### src/rtl/instruction_fetch_if.sv
// Bundle of memory, redirect and decode-side signals for instruction_fetch.
interface instruction_fetch_if;
    logic [31:0] o_IMemAddr;
    logic        o_IMemReqValid;
    logic        i_IMemReqReady;
    logic        i_IMemRespValid;
    logic [31:0] i_IMemRespData;
    logic        i_Redirect;
    logic [31:0] i_RedirectTarget;
    logic [31:0] o_InstructionWord;
    logic [31:0] o_Pc;
    logic        o_Valid;
    logic        i_Ready;
    logic        o_FetchFault;

    modport master (
        output o_IMemAddr, o_IMemReqValid,
        input  i_IMemReqReady, i_IMemRespValid, i_IMemRespData,
        input  i_Redirect, i_RedirectTarget,
        output o_InstructionWord, o_Pc, o_Valid,
        input  i_Ready,
        output o_FetchFault
    );

    modport slave (
        input  o_IMemAddr, o_IMemReqValid,
        output i_IMemReqReady, i_IMemRespValid, i_IMemRespData,
        output i_Redirect, i_RedirectTarget,
        input  o_InstructionWord, o_Pc, o_Valid,
        output i_Ready,
        input  o_FetchFault
    );
endinterface

### src/rtl/instruction_fetch.sv
// Fetch stage: PC, credit-limited memory requests, in-order {pc, word} output FIFO.
// Define FETCH_MISALIGN_CHECK_EN to fault on misaligned redirect targets.
module instruction_fetch #(
    parameter logic [31:0] RESET_PC   = 32'h0000_0000,
    parameter int unsigned FIFO_DEPTH = 2
) (
    input logic                 i_Clock,
    input logic                 i_Reset,
    instruction_fetch_if.master bus
);
    localparam int unsigned PW = $clog2(FIFO_DEPTH);
    localparam int unsigned CW = PW + 1;
    localparam int unsigned SW = CW + 1;
    localparam logic [SW-1:0] DEPTH_EXT = SW'(FIFO_DEPTH);

    logic [31:0]   pc_q, pc_d;
    logic [CW-1:0] out_q, out_d;
    logic [CW-1:0] drop_q, drop_d;
    logic [CW-1:0] occ_q, occ_d;
    logic [PW-1:0] rd_ptr_q, rd_ptr_d;
    logic [PW-1:0] wr_ptr_q, wr_ptr_d;
    logic [PW-1:0] sq_rd_q, sq_rd_d;
    logic [PW-1:0] sq_wr_q, sq_wr_d;
    logic          fault_q, fault_d;
    logic [31:0]   fifo_pc_q   [FIFO_DEPTH];
    logic [31:0]   fifo_pc_d   [FIFO_DEPTH];
    logic [31:0]   fifo_word_q [FIFO_DEPTH];
    logic [31:0]   fifo_word_d [FIFO_DEPTH];
    logic [31:0]   sq_pc_q     [FIFO_DEPTH];
    logic [31:0]   sq_pc_d     [FIFO_DEPTH];

    logic          pop;
    logic          fire;
    logic          push;
    logic          req_valid;
    logic [SW-1:0] credit_used;

    always_comb begin
        pop         = (occ_q != '0) && bus.i_Ready;
        // Same-cycle pop frees a slot, which sustains one fetch per cycle.
        credit_used = SW'(out_q) + SW'(occ_q) - SW'(pop);
        req_valid   = !i_Reset && !bus.i_Redirect && !fault_q && (credit_used < DEPTH_EXT);
        fire        = req_valid && bus.i_IMemReqReady;
        push        = bus.i_IMemRespValid && !bus.i_Redirect && (drop_q == '0);

        pc_d        = pc_q;
        out_d       = out_q;
        drop_d      = drop_q;
        occ_d       = occ_q;
        rd_ptr_d    = rd_ptr_q;
        wr_ptr_d    = wr_ptr_q;
        sq_rd_d     = sq_rd_q;
        sq_wr_d     = sq_wr_q;
        fault_d     = fault_q;
        fifo_pc_d   = fifo_pc_q;
        fifo_word_d = fifo_word_q;
        sq_pc_d     = sq_pc_q;

        // The side queue tracks every issued request, including ones later dropped.
        if (fire) begin
            pc_d             = pc_q + 32'd4;
            sq_pc_d[sq_wr_q] = pc_q;
            sq_wr_d          = sq_wr_q + PW'(1);
        end
        if (bus.i_IMemRespValid) begin
            sq_rd_d = sq_rd_q + PW'(1);
        end
        out_d = out_q + CW'(fire) - CW'(bus.i_IMemRespValid);

        if (bus.i_Redirect) begin
            pc_d     = bus.i_RedirectTarget & 32'hFFFF_FFFC;
            occ_d    = '0;
            rd_ptr_d = '0;
            wr_ptr_d = '0;
            drop_d   = out_q - CW'(bus.i_IMemRespValid);
`ifdef FETCH_MISALIGN_CHECK_EN
            fault_d  = (bus.i_RedirectTarget[1:0] != 2'b00);
`endif
        end else begin
            if (push) begin
                fifo_pc_d[wr_ptr_q]   = sq_pc_q[sq_rd_q];
                fifo_word_d[wr_ptr_q] = bus.i_IMemRespData;
                wr_ptr_d              = wr_ptr_q + PW'(1);
            end else if (bus.i_IMemRespValid) begin
                drop_d = drop_q - CW'(1);
            end
            if (pop) begin
                rd_ptr_d = rd_ptr_q + PW'(1);
            end
            occ_d = occ_q + CW'(push) - CW'(pop);
        end
    end

    always_ff @(posedge i_Clock) begin
        if (i_Reset) begin
            pc_q        <= RESET_PC & 32'hFFFF_FFFC;
            out_q       <= '0;
            drop_q      <= '0;
            occ_q       <= '0;
            rd_ptr_q    <= '0;
            wr_ptr_q    <= '0;
            sq_rd_q     <= '0;
            sq_wr_q     <= '0;
            fault_q     <= 1'b0;
            fifo_pc_q   <= '{default: '0};
            fifo_word_q <= '{default: '0};
            sq_pc_q     <= '{default: '0};
        end else begin
            pc_q        <= pc_d;
            out_q       <= out_d;
            drop_q      <= drop_d;
            occ_q       <= occ_d;
            rd_ptr_q    <= rd_ptr_d;
            wr_ptr_q    <= wr_ptr_d;
            sq_rd_q     <= sq_rd_d;
            sq_wr_q     <= sq_wr_d;
            fault_q     <= fault_d;
            fifo_pc_q   <= fifo_pc_d;
            fifo_word_q <= fifo_word_d;
            sq_pc_q     <= sq_pc_d;
        end
    end

    assign bus.o_IMemAddr        = pc_q;
    assign bus.o_IMemReqValid    = req_valid;
    assign bus.o_Valid           = (occ_q != '0);
    assign bus.o_InstructionWord = fifo_word_q[rd_ptr_q];
    assign bus.o_Pc              = fifo_pc_q[rd_ptr_q];
`ifdef FETCH_MISALIGN_CHECK_EN
    assign bus.o_FetchFault      = fault_q;
`else
    assign bus.o_FetchFault      = 1'b0;
`endif
endmodule

### src/flat_wrapper.sv
// flat-port wrapper written by rule: the top's interface ports become plain ports
module instruction_fetch_flat 
#(
    parameter logic [31:0] RESET_PC   = 32'h0000_0000,
    parameter int unsigned FIFO_DEPTH = 2
)
  (i_Clock, i_Reset, bus_o_IMemAddr, bus_o_IMemReqValid, bus_i_IMemReqReady, bus_i_IMemRespValid, bus_i_IMemRespData, bus_i_Redirect, bus_i_RedirectTarget, bus_o_InstructionWord, bus_o_Pc, bus_o_Valid, bus_i_Ready, bus_o_FetchFault);
  instruction_fetch_if bus_i ();
  input logic i_Clock;
  input logic i_Reset;
  output wire logic [$bits(bus_i.o_IMemAddr)-1:0] bus_o_IMemAddr;
  output wire logic [$bits(bus_i.o_IMemReqValid)-1:0] bus_o_IMemReqValid;
  input wire logic [$bits(bus_i.i_IMemReqReady)-1:0] bus_i_IMemReqReady;
  input wire logic [$bits(bus_i.i_IMemRespValid)-1:0] bus_i_IMemRespValid;
  input wire logic [$bits(bus_i.i_IMemRespData)-1:0] bus_i_IMemRespData;
  input wire logic [$bits(bus_i.i_Redirect)-1:0] bus_i_Redirect;
  input wire logic [$bits(bus_i.i_RedirectTarget)-1:0] bus_i_RedirectTarget;
  output wire logic [$bits(bus_i.o_InstructionWord)-1:0] bus_o_InstructionWord;
  output wire logic [$bits(bus_i.o_Pc)-1:0] bus_o_Pc;
  output wire logic [$bits(bus_i.o_Valid)-1:0] bus_o_Valid;
  input wire logic [$bits(bus_i.i_Ready)-1:0] bus_i_Ready;
  output wire logic [$bits(bus_i.o_FetchFault)-1:0] bus_o_FetchFault;
  assign bus_o_IMemAddr = bus_i.o_IMemAddr;
  assign bus_o_IMemReqValid = bus_i.o_IMemReqValid;
  assign bus_i.i_IMemReqReady = bus_i_IMemReqReady;
  assign bus_i.i_IMemRespValid = bus_i_IMemRespValid;
  assign bus_i.i_IMemRespData = bus_i_IMemRespData;
  assign bus_i.i_Redirect = bus_i_Redirect;
  assign bus_i.i_RedirectTarget = bus_i_RedirectTarget;
  assign bus_o_InstructionWord = bus_i.o_InstructionWord;
  assign bus_o_Pc = bus_i.o_Pc;
  assign bus_o_Valid = bus_i.o_Valid;
  assign bus_i.i_Ready = bus_i_Ready;
  assign bus_o_FetchFault = bus_i.o_FetchFault;
  instruction_fetch #(.RESET_PC(RESET_PC), .FIFO_DEPTH(FIFO_DEPTH)) u_core (.i_Clock(i_Clock), .i_Reset(i_Reset), .bus(bus_i));
endmodule
### config.mk
export PLATFORM = sky130hd
export DESIGN_NAME = instruction_fetch_flat
export DESIGN_NICKNAME = d
export VERILOG_FILES = /design/src/rtl/instruction_fetch_if.sv /design/src/rtl/instruction_fetch.sv /design/src/flat_wrapper.sv
export SDC_FILE = /design/constraint.sdc
export NUM_CORES = 1
export LEC_CHECK = 0
export CAP_MARGIN = 20
export CORE_AREA = 2 2 122 135
export DETAILED_ROUTE_END_ITERATION = 6
export DIE_AREA = 0 0 124 137
export DONT_BUFFER_PORTS = 1
export PLACE_DENSITY = 0.75
export SYNTH_ARGS = -nofsm -noshare
export SYNTH_HDL_FRONTEND = slang
export SYNTH_SLANG_ARGS = --single-unit
### constraint.sdc
create_clock -name i_Clock -period 3.2 [get_ports i_Clock]
set_input_delay 0.32 -clock i_Clock [delete_from_list [all_inputs] [get_ports i_Clock]]
set_output_delay 0.32 -clock i_Clock [all_outputs]
set_load 0.1 [all_outputs]
# After elaboration in Yosys (flattened, before gate mapping)
# Cells that the tools add are included.
# op_classes
bitwise,5
n_reduce_logical,17
n_eq_ne,1
mux,21
add_sub_neg,13
n_lt_le_gt_ge,7
# ops
operator,count
$mux 32,13
$bwmux 64,3
$demux 32 s1,2
$add 32x3->32 const B,1
$ge 2x2->1 const B,4
$logic_and 1x1->1,8
$not 1->2,4
$mux 2,3
$reduce_bool 2->1,3
$sub 2x1->2,3
$add 1x1->1 const B,4
$add 2x1->2,2
$lt 2x1->1 const B,2
$reduce_and 2->1,2
$add 2x2->3,1
$lt 3x2->1 const B,1
$sub 3x1->3,1
$logic_not 1->1,2
$logic_not 2->1,1
$ne 2x2->1 const B,1
$reduce_or 2->1,1
$sub 2x1->2 const B,1
$not 1->1,1
# totals
output_inout_bits,99
wordCells,79
regBits,234
inputBits,70

# Depth between registers and ports, before layout
# Gate-level depths: netlist (run 1).
# depth
ltp_word,8
ltp_mapped,12
mapped_depth_nobuf,9

# Least setup slack after synthesis (run 1)
# OpenSTA, ideal clock, no wires.
# synth_path
kind,register -> output
startpoint,register u_core.occ_q[0]
endpoint,output port bus_o_IMemReqValid
slack_ps,-194
path_stages_with_launch,8
path_buffers,1
arrival_ps,3074
required_ps,2880
path_cell_list,dfxtp_1 -> or2_2 -> nand2_1 -> nor2_1 -> fa_1 -> xnor2_1 -> buf_2 -> nor2_1
# synth_between
elab_chain_len,5
word_cells_on_any_way,6
classes_between,2 x add/sub; 1 x order compare; 3 x reduce/logical
# synth_rtl
item,line_no,source
start: declaration,instruction_fetch.sv:19,"logic [CW-1:0] occ_q, occ_d;"
start signal: assignment,instruction_fetch.sv:99,occ_q <= '0;
start signal: assignment,instruction_fetch.sv:112,occ_q <= occ_d;
$reduce_bool 2->1,--,
net bus_o_Valid,flat_wrapper.sv:20,output wire logic [$bits(bus_i.o_Valid)-1:0] bus_o_Valid;
$logic_and 1x1->1,instruction_fetch.sv:39,pop = (occ_q != '0) && bus.i_Ready;
$sub 3x1->3,instruction_fetch.sv:41,credit_used = SW'(out_q) + SW'(occ_q) - SW'(pop);
$lt 3x2->1,instruction_fetch.sv:42,req_valid = !i_Reset && !bus.i_Redirect && !fault_q && (credit_used < DEPTH_EXT);
$logic_and 1x1->1,instruction_fetch.sv:42,
end: declaration,flat_wrapper.sv:12,output wire logic [$bits(bus_i.o_IMemReqValid)-1:0] bus_o_IMemReqValid;
# The timed path passes the listed nets, and every way through them passes these cells.

# Worst setup path in the final report (run 1)
# layout_path
startpoint,register u_core.occ_q[0]
endpoint,register u_core.pc_q[11] (netlist: u_core.bus.o_IMemAddr[11])
# layout_between
elab_chain_len,7
word_cells_on_any_way,8
classes_between,2 x add/sub; 1 x order compare; 5 x reduce/logical
# layout_rtl
item,line_no,source
"parallel branches: the longest is 2 deep, another holds $add 2x2->3",--,
$sub 3x1->3 (*),instruction_fetch.sv:41,
$lt 3x2->1 (*),instruction_fetch.sv:42,
$logic_and 1x1->1 (*),instruction_fetch.sv:42,
$logic_and 1x1->1 (*),instruction_fetch.sv:43,fire = req_valid && bus.i_IMemReqReady;
$reduce_bool 2->1 (no source line) (*),--,
end signal: assignment,instruction_fetch.sv:96,pc_q <= RESET_PC & 32'hFFFF_FFFC;
end signal: assignment,instruction_fetch.sv:109,pc_q <= pc_d;
end: declaration,instruction_fetch.sv:16,"logic [31:0] pc_q, pc_d;"
# Mark *: on every way between the ends.
# A chain may end at the register's enable or synchronous reset.

==> results of run 1 <==
## routing by layer
metal | routed length (um) | share of wire (%) | vias to the layer above
met1 | 10400 | 43 | 3858
met4 | 355 | 1.5 | 0
met5 | 0 | 0 | -
met2 | 11600 | 48 | 240
li1 | - | - | 4023
met3 | 1770 | 7.3 | 29
## cell families after synthesis
| group | share of synthesized area (%) |
|---|---|
| fa+ha+maj | 0.853 |
| other cells | 0.0387 |
| simple gates | 19.1 |
| mux | 10.4 |
| flops | 46.3 |
| xor+xnor | 2.53 |
| compound gates | 15.2 |
| buf+inv | 5.46 |
## Yosys cell counts (2+ instances only)
master	n	area share, %
buf_1	9	0.35
nand2_1	281	11
inv_1	12	0.47
mux2i_1	31	3.2
xor2_1	20	1.8
dfxtp_1	224	46
nor2_1	82	3.2
buf_4	9	0.70
mux2_2	62	7.2
a211oi_1	65	5.0
o21ai_0	5	0.26
buf_6	5	0.58
buf_2	28	1.4
xnor2_1	8	0.72
nor3_1	6	0.31
nand3_1	11	0.57
a21oi_1	138	7.1
clkbuf_1	47	1.8
ha_1	5	0.65
nand2b_1	2	0.13
and3_1	2	0.13
o22ai_1	13	0.84
nand4_1	12	0.78
and2_1	16	1.0
or2_1	2	0.13
nor4_1	4	0.26
o21a_1	2	0.16
nor2_2	2	0.13
a31oi_1	18	1.2
## area by class of cell
type	instances	share of cell area (%)
multi-input combinational	814	40.6
inverter	13	0.420
clock buffer	34	5.91
timing repair buffer	136	11.4
tap	200	2.15
clock inverter	4	0.851
sequential	224	38.6
## worst max-delay path: stages (launching register included)
cell and delay, ns:
dfxtp_1 0.33, or2_2 0.32, nand2_1 0.14, nor2_1 0.09, fa_2 0.60, nand4bb_4 0.20, nor3_2 0.32, a211oi_1 0.12
a31oi_1 0.16, a21oi_1 0.09, dlygate4sd3_1 0.56
## worst paths after layout
path / start / to / depth (start not counted)
hold reg to reg: u_core.sq_pc_q[29] / u_core.sq_pc_q[29] / 2
setup reg to reg: u_core.occ_q[0] / u_core.bus.o_IMemAddr[11] / 10
hold / removal: bus_i_RedirectTarget[4] / u_core.bus.o_IMemAddr[4] / 2
setup / recovery: u_core.occ_q[0] / u_core.bus.o_IMemAddr[11] / 10
## through the flow
stage	cell area (um2)	util (%)	hold slack, ns	power [mW]
4_1_cts	11600	74.2	0.0122	7.05
2_1_floorplan	9700	-	0.433	4.07
3_5_place_dp	9890	63.3	0.407	4.17
6_report	11600	74.4	0.0182	7.02
3_3_place_gp	9890	63.3	0.404	4.16
5_1_grt	11600	74.4	0.0248	7.26
## what timing repair did
item | CTS | global route
gates resized for setup | 0 | 5
hold endpoints to repair | 220 | 0
setup endpoints to repair | 0 | 8
hold buffers | 90 | 0
## registers in the layout, indices dropped and copies added, names as in the netlist
name / flops
u_core.out_q: 2
u_core.sq_rd_q: 1
u_core.fifo_pc_q: 60
u_core.bus.o_IMemAddr: 30
u_core.drop_q: 2
u_core.rd_ptr_q: 1
u_core.wr_ptr_q: 1
u_core.occ_q: 2
u_core.fifo_word_q: 64
u_core.sq_pc_q: 60
u_core.sq_wr_q: 1
## power groups by stage
stage | sequential (mW) | combinational [mW] | clock [mW]
floorplan | 3.19 | 0.875 | 0
global placement | 3.03 | 1.13 | 0
detailed placement | 3.03 | 1.13 | 0
CTS | 2.97 | 1.26 | 2.82
global route | 2.99 | 1.34 | 2.93
finish | 2.97 | 1.28 | 2.77
==> impl_metrics.tcl, run 1 <==
set metrics [dict create \
    outcome "complete, no violations" \
    grt_pass1_vias 7745 \
    syn_inst 1146 \
    synthToLayoutAreaGrowth_pct 20.1 \
    clock_power_share_pct 39.5 \
    grt_max_degree 164 \
    worstPathArrival_ns 3.44 \
    synth.distinct_cells 54 \
    grt_antenna_before_repair 0 \
    tightestPinTransition_ns 1.09 \
    fillCellCount 1126 \
    drtAntennaViolNets 0 \
    numCtsBuffers 23 \
    grt_pass1_wl_um 38100 \
    synth_area_per_cell_um2 8.45 \
    crit_path_max_fanout 9 \
    gp_congestion 0.854 \
    yosysWarningCount 0 \
    synth_edf_count 0 \
    p_per_area_mw_per_mm2 604 \
    drtIter0Drc 602 \
    cts.sinks 224 \
    stdcell_count 1425 \
    setup_viol 0 \
    routedWlPerCell_um 16.9 \
    finalCriticalPeriod_ns 3.05 \
    grt_busiest_layer "met2" \
    via_per_inst 5.72 \
    postCtsSetupBuffers 0 \
    cts_root_buffer "clkbuf_16" \
    yosysSeqAreaShare_pct 46.3 \
    htree_levels 1 \
    pwr-share-comb_pct 18.2 \
    seqPwrFrac_pct 42.4 \
    fin_nets 1288 \
    ys_dominant_reg_cell "dfxtp_1" \
    drive_above_1_share_pct 13.2 \
    rsz0062_at_grt "no" \
    drv_slew 0 \
    dp_hpwl_um 13400 \
    seqCellArea_mm2 0.00449 \
    worst_setup_path_start_kind "flop" \
    die_w_um 124 \
    hold_viol 0 \
    die_area_mm2 0.0170 \
    fin_crit_sh_pct 95.5 \
    p_int_mw 4.92 \
    vias 8150 \
    leakagePower_nw 4.22 \
    numPortBuffers 0 \
    max_cap_viol_count 0 \
    cts_buffer_depth 3 \
    placementRows 48 \
    p_sw_mw 2.10 \
    mostFrequentLayoutCell "nand2_1" \
    antenna_cells 0 \
    fmax_ghz 0.327 \
    gr-total-overflow 0 \
    clk-insertion-delay-late_ns 0.51 \
    criticalPathCategory "flop to flop" \
    dr.pass1.iters 7 \
    multi_input_area_mm2 0.00472 \
    slew_headroom_pct 27.3 \
    gr-usage-met3_pct 5.67 \
    drc 0 \
    synth_area_mm2 0.00968 \
    reg2reg_slack_ns 0.15 \
    use_met2_pct 46.8 \
    io_pins 169 \
    wirelength_um 24100 \
    cts.clk_slew.worst_paths_ns 0.06 \
    async_reset_ff_share_pct 0 \
    dp_cells 1297 \
    hp-class "input port to flop" \
    cts_tree "done" \
    core_mm2 0.0156 \
    met1_usage_pct 36.0 \
    track_usage_pct 27.6 \
    cp-end-kind "flop" \
    finalSetupTns_ns 0 \
    die_h_um 137 \
    final_cell_mix "nand2_1 (281), dfxtp_1 (222), a21oi_1 (138)" \
    start_util_pct 62.0 \
    swShare_pct 30.0 \
    pre_cts_ws_ns 0.314 \
    worst_slack_ns 0.146 \
    peakVddDrop_mv 0.467 \
    fin_skew_ns 0.0160 \
    yosys_register_bits 224 \
    crit_required_ns 3.58 \
]
Power figures use the tool's default switching activity.
==> inputs of run 2 (changes only) <==
==> constraint.sdc (replaced) <==
create_clock -name i_Clock -period 3.4 [get_ports i_Clock]
set_input_delay 1.02 -clock i_Clock [delete_from_list [all_inputs] [get_ports i_Clock]]
set_output_delay 1.02 -clock i_Clock [all_outputs]
set_load 0.1 [all_outputs]
==> impl_metrics.tcl, run 2 (synthesis results as in run 1) <==
set metrics [dict create \
    pre_cts_ws_ns 0.211 \
    largest_register_ffs 64 \
    cp_slowest_stage_delay_ns 0.53 \
    gp_congestion 0.850 \
    die_area_mm2 0.0170 \
    fin_nets 1200 \
    fin_skew_ns 0.00873 \
    grt_antenna_before_repair 0 \
    p_per_area_mw_per_mm2 586 \
    vias 7611 \
    slew_headroom_pct 28.5 \
    placementRows 48 \
    gr-total-overflow 0 \
    routedWlPerCell_um 16.3 \
    critPathSlowestCell "fa_1" \
    via_per_inst 5.70 \
    cts_tree "done" \
    numPortBuffers 0 \
    worstPathArrival_ns 2.27 \
    hp-class "flop to flop" \
    crit_required_ns 2.38 \
    track_usage_pct 24.8 \
    start_util_pct 62.0 \
    max_cap_viol_count 0 \
    leakagePower_nw 3.67 \
    worst_setup_path_start_kind "flop" \
    peakVddDrop_mv 0.435 \
    dr.pass1.iters 5 \
    synthToLayoutAreaGrowth_pct 9.85 \
    mostFrequentLayoutCell "nand2_1" \
    fin_crit_sh_pct 96.6 \
    grt_pass1_vias 6765 \
    rsz0062_at_grt "no" \
    drive_above_1_share_pct 13.6 \
    reg2reg_depth 10 \
    final_cell_mix "nand2_1 (281), dfxtp_1 (222), a21oi_1 (138)" \
    tightestPinTransition_ns 1.07 \
    wirelength_um 21800 \
    cts_buffer_depth 3 \
    cts_root_buffer "clkbuf_16" \
    drtIter0Drc 553 \
    htree_levels 1 \
    crit_top_cell "nand2_1" \
    utilization_pct 68.1 \
    die_w_um 124 \
    dp_hpwl_um 13300 \
    drv_slew 0 \
    reg2reg_to "u_core.bus.o_IMemAddr[30]" \
    antenna_cells 0 \
    fmax_ghz 0.304 \
    grt_max_degree 224 \
    min_path_cells 2 \
    stdcell_count 1336 \
    path_cells "or2_2, nand2_1, nor2_1, fa_1, nand2_1, nor2_4, buf_12" \
    grt_pass1_wl_um 34100 \
    reg_top3 "u_core.fifo_word_q (64), u_core.fifo_pc_q (60), u_core.sq_pc_q (60)" \
    outcome "complete, no violations" \
    cp-end-kind "output pin" \
    worst_slack_ns 0.115 \
    drtAntennaViolNets 0 \
    reg2reg_slack_ns 0.72 \
    die_h_um 137 \
    min_delay_worst_endpoint "u_core.sq_pc_q[35]" \
    cts.clk_slew.worst_paths_ns 0.06 \
    finalSetupTns_ns 0 \
    cts.sinks 224 \
    drc 0 \
    regMostFlops "u_core.fifo_word_q" \
    clk-insertion-delay-late_ns 0.50 \
    dp_cells 1299 \
    numCtsBuffers 23 \
    io_pins 169 \
    criticalPathCategory "flop to output pin" \
    hold_viol 0 \
    r2r_start "u_core.occ_q[0]" \
    setup_viol 0 \
    min_from "u_core.sq_pc_q[35]" \
    finalCriticalPeriod_ns 3.29 \
    core_mm2 0.0156 \
    crit_path_max_fanout 4 \
]
## run 2: cell types whose count changed in the layout (fill, tap and decap cells not counted), moves of 2 or more
| cell | previous run | this run |
|---|---|---|
| buf_12 | 5 | 8 |
| nor4_2 | 3 | 1 |
| nor4_1 | 2 | 4 |
| clkbuf_8 | 7 | 3 |
| bufinv_16 | 3 | 1 |
| clkbuf_1 | 4 | 7 |
| dlygate4sd3_1 | 89 | 0 |
| clkinv_2 | 0 | 3 |
## run 2: worst max-delay path by stage
stage | from | end | depth (start not counted)
final | u_core.occ_q[0] | bus_o_IMemReqValid | 7
after floorplan | bus_i_Ready | bus_o_IMemReqValid | 6
after global routing | u_core.occ_q[0] | bus_o_IMemReqValid | 7
after CTS | u_core.occ_q[0] | bus_o_IMemReqValid | 7
after global placement | bus_i_Ready | bus_o_IMemReqValid | 6
after detailed placement | bus_i_Ready | bus_o_IMemReqValid | 6
## run 2: through the flow
stage	instance area (um2)	power [mW]	hold slack [ns]
final	10600	6.23	0.451
after global routing	10600	6.44	0.462
after CTS	10600	6.27	0.448
after detailed placement	9940	3.94	0.439
after global placement	9940	3.93	0.435
after floorplan	9700	3.83	0.433
## run 2: layout make-up
cell class / instances / area [um2]
fillers: 1311 / 4980
multi-input cells: 814 / 4700
flip-flops and latches: 224 / 4490
clock buffers: 33 / 643
repair buffers: 48 / 460
well taps: 200 / 250
inverters: 13 / 48.8
clock inverters: 4 / 45.0
## run 2: power breakdown
group | leakage [nW] | switching (mW) | internal (mW)
logic | 1.51 | 0.836 | 0.234
clock network | 0.339 | 0.969 | 1.38
registers | 1.82 | 0.0898 | 2.72
## run 2: metal layers
| layer | GRT usage (%) | up-vias | share of wire (%) |
|---|---|---|---|
| met5 | 0 | - | 0 |
| met3 | 5.13 | 32 | 7.8 |
| met2 | 38.9 | 233 | 45 |
| li1 | - | 3864 | - |
| met4 | 7.05 | 0 | 2.0 |
| met1 | 34.5 | 3482 | 45 |
## run 2: worst max-delay path, delay by kind of cell, from the launching register on
kind | cells | cell delay (ns)
buffers and inverters | 1 | 0.18
adder cells (fa/ha/maj) | 1 | 0.53
AND/OR/NAND/NOR | 5 | 0.73
flip-flops | 1 | 0.33
## run 2: timing repair
action | 4_1_cts | 5_1_grt
gates resized for setup | 0 | 0
buffers inserted | 0 | 0
hold buffers | 0 | 0
endpoints found under the setup margin | 0 | 1
==> inputs of run 3 (changes only) <==
--- a/config.mk
+++ b/config.mk
@@ -6,11 +6,11 @@
 export NUM_CORES = 1
 export LEC_CHECK = 0
 export CAP_MARGIN = 20
-export CORE_AREA = 2 2 122 135
+export CORE_AREA = 2 2 117 131
 export DETAILED_ROUTE_END_ITERATION = 6
-export DIE_AREA = 0 0 124 137
+export DIE_AREA = 0 0 119 133
 export DONT_BUFFER_PORTS = 1
-export PLACE_DENSITY = 0.75
+export PLACE_DENSITY = 0.8
 export SYNTH_ARGS = -nofsm -noshare
 export SYNTH_HDL_FRONTEND = slang
 export SYNTH_SLANG_ARGS = --single-unit
==> constraint.sdc (replaced) <==
create_clock -name i_Clock -period 3.8 [get_ports i_Clock]
set_input_delay 1.14 -clock i_Clock [delete_from_list [all_inputs] [get_ports i_Clock]]
set_output_delay 1.14 -clock i_Clock [all_outputs]
set_load 0.1 [all_outputs]
==> impl_metrics.tcl, run 3 (synthesis results as in run 1) <==
set metrics [dict create \
    outcome "complete, no violations" \
    cts.sinks 224 \
    stdcell_count 1326 \
    rsz0062_at_grt "no" \
    placementRows 47 \
    pre_cts_ws_ns 0.359 \
    criticalPathCategory "input port to output pin" \
    whs_ns 0.451 \
    die_h_um 133 \
    crit_required_ns 2.66 \
    gr-usage-met3_pct 5.52 \
    dp_cells 1288 \
    worst_slack_ns 0.339 \
    regMostFlops "u_core.fifo_word_q" \
    hold_viol 0 \
    fmax_ghz 0.289 \
    cts.clk_slew.worst_paths_ns 0.06 \
    p_per_area_mw_per_mm2 528 \
    numPortBuffers 0 \
    peakVddDrop_mv 0.335 \
    finalCriticalPeriod_ns 3.46 \
    dp_hpwl_um 13200 \
    grt_pass1_vias 7136 \
    start_util_pct 66.1 \
    final_cell_mix "nand2_1 (281), dfxtp_1 (222), a21oi_1 (138)" \
    grt_pass1_wl_um 35400 \
    largest_register_ffs 64 \
    core_mm2 0.0146 \
    die_w_um 119 \
    max_cap_viol_count 0 \
    gp_congestion 0.829 \
    die_area_mm2 0.0158 \
    drtAntennaViolNets 0 \
    synthToLayoutAreaGrowth_pct 8.84 \
    leakagePower_nw 3.63 \
    design_area_mm2 0.0105 \
    track_usage_pct 26.6 \
    crit_path_max_fanout 5 \
    grt_antenna_before_repair 0 \
    drv_slew 0 \
    gr-total-overflow 0 \
    utilization_pct 71.9 \
    via_per_inst 5.76 \
    cts_tree "done" \
    worst_setup_path_start_kind "input port" \
    power_mw 5.56 \
    cts_buffer_depth 3 \
    grt_max_degree 224 \
    vias 7637 \
    drive_above_1_share_pct 13.3 \
    cp-end-kind "output pin" \
    fin_nets 1193 \
    cts_root_buffer "clkbuf_16" \
    drc 0 \
    grt_busiest_layer "met2" \
    ctsResizeCount 0 \
    slew_headroom_pct 22.6 \
    htree_levels 1 \
    antenna_cells 0 \
    fin_crit_sh_pct 91.1 \
    numCtsBuffers 23 \
    setup_viol 0 \
    use_met2_pct 43.1 \
    dr.pass1.iters 5 \
    io_pins 169 \
    placed_area_mm2 0.00984 \
    routedWlPerCell_um 16.3 \
    wirelength_um 21600 \
    tightestPinTransition_ns 1.16 \
    hp-class "flop to flop" \
    ctsHoldBuffers 0 \
    drtIter0Drc 640 \
    finalSetupTns_ns 0 \
    fin_skew_ns 0.00920 \
    reg_top3 "u_core.fifo_word_q (64), u_core.fifo_pc_q (60), u_core.sq_pc_q (60)" \
    mostFrequentLayoutCell "nand2_1" \
    met1_usage_pct 36.6 \
    postCtsSetupBuffers 0 \
    worstPathArrival_ns 2.32 \
    clk-insertion-delay-late_ns 0.49 \
]
run 3: per-layer routing:
metal  vias up  routed length, um
met4         0                344
met1      3539               9600
met2       224              10300
met5         -                  0
li1       3849                  -
met3        25               1410
run 3: critical path, cell delays in order:
cell and delay [ns]:
xor2_1 0.14, nand2_1 0.08, fa_1 0.38, xnor2_1 0.33
nor2_4 0.08, buf_12 0.17
run 3: path summary, 6_finish.rpt:
| check | startpoint | to | slack (ns) | depth (start not counted) |
|---|---|---|---|---|
| min | u_core.sq_pc_q[46] | u_core.sq_pc_q[46] | 0.45 | 2 |
| min reg2reg | u_core.sq_pc_q[46] | u_core.sq_pc_q[46] | 0.45 | 2 |
| max reg2reg | u_core.occ_q[0] | u_core.sq_pc_q[22] | 0.84 | 10 |
| max | bus_i_Ready | bus_o_IMemReqValid | 0.34 | 6 |
run 3: layout make-up:
cell class	instances	area, um2
Clock buffer	32	639
Clock inverter	6	58.8
Fill cell	1169	4110
Inverter	13	48.8
Multi-Input combinational cell	814	4700
Sequential cell	224	4490
Tap cell	196	245
Timing Repair Buffer	41	358
run 3: power by group:
group | switching (mW) | internal [mW]
Clock | 0.863 | 1.24
Sequential | 0.131 | 2.44
Combinational | 0.695 | 0.199
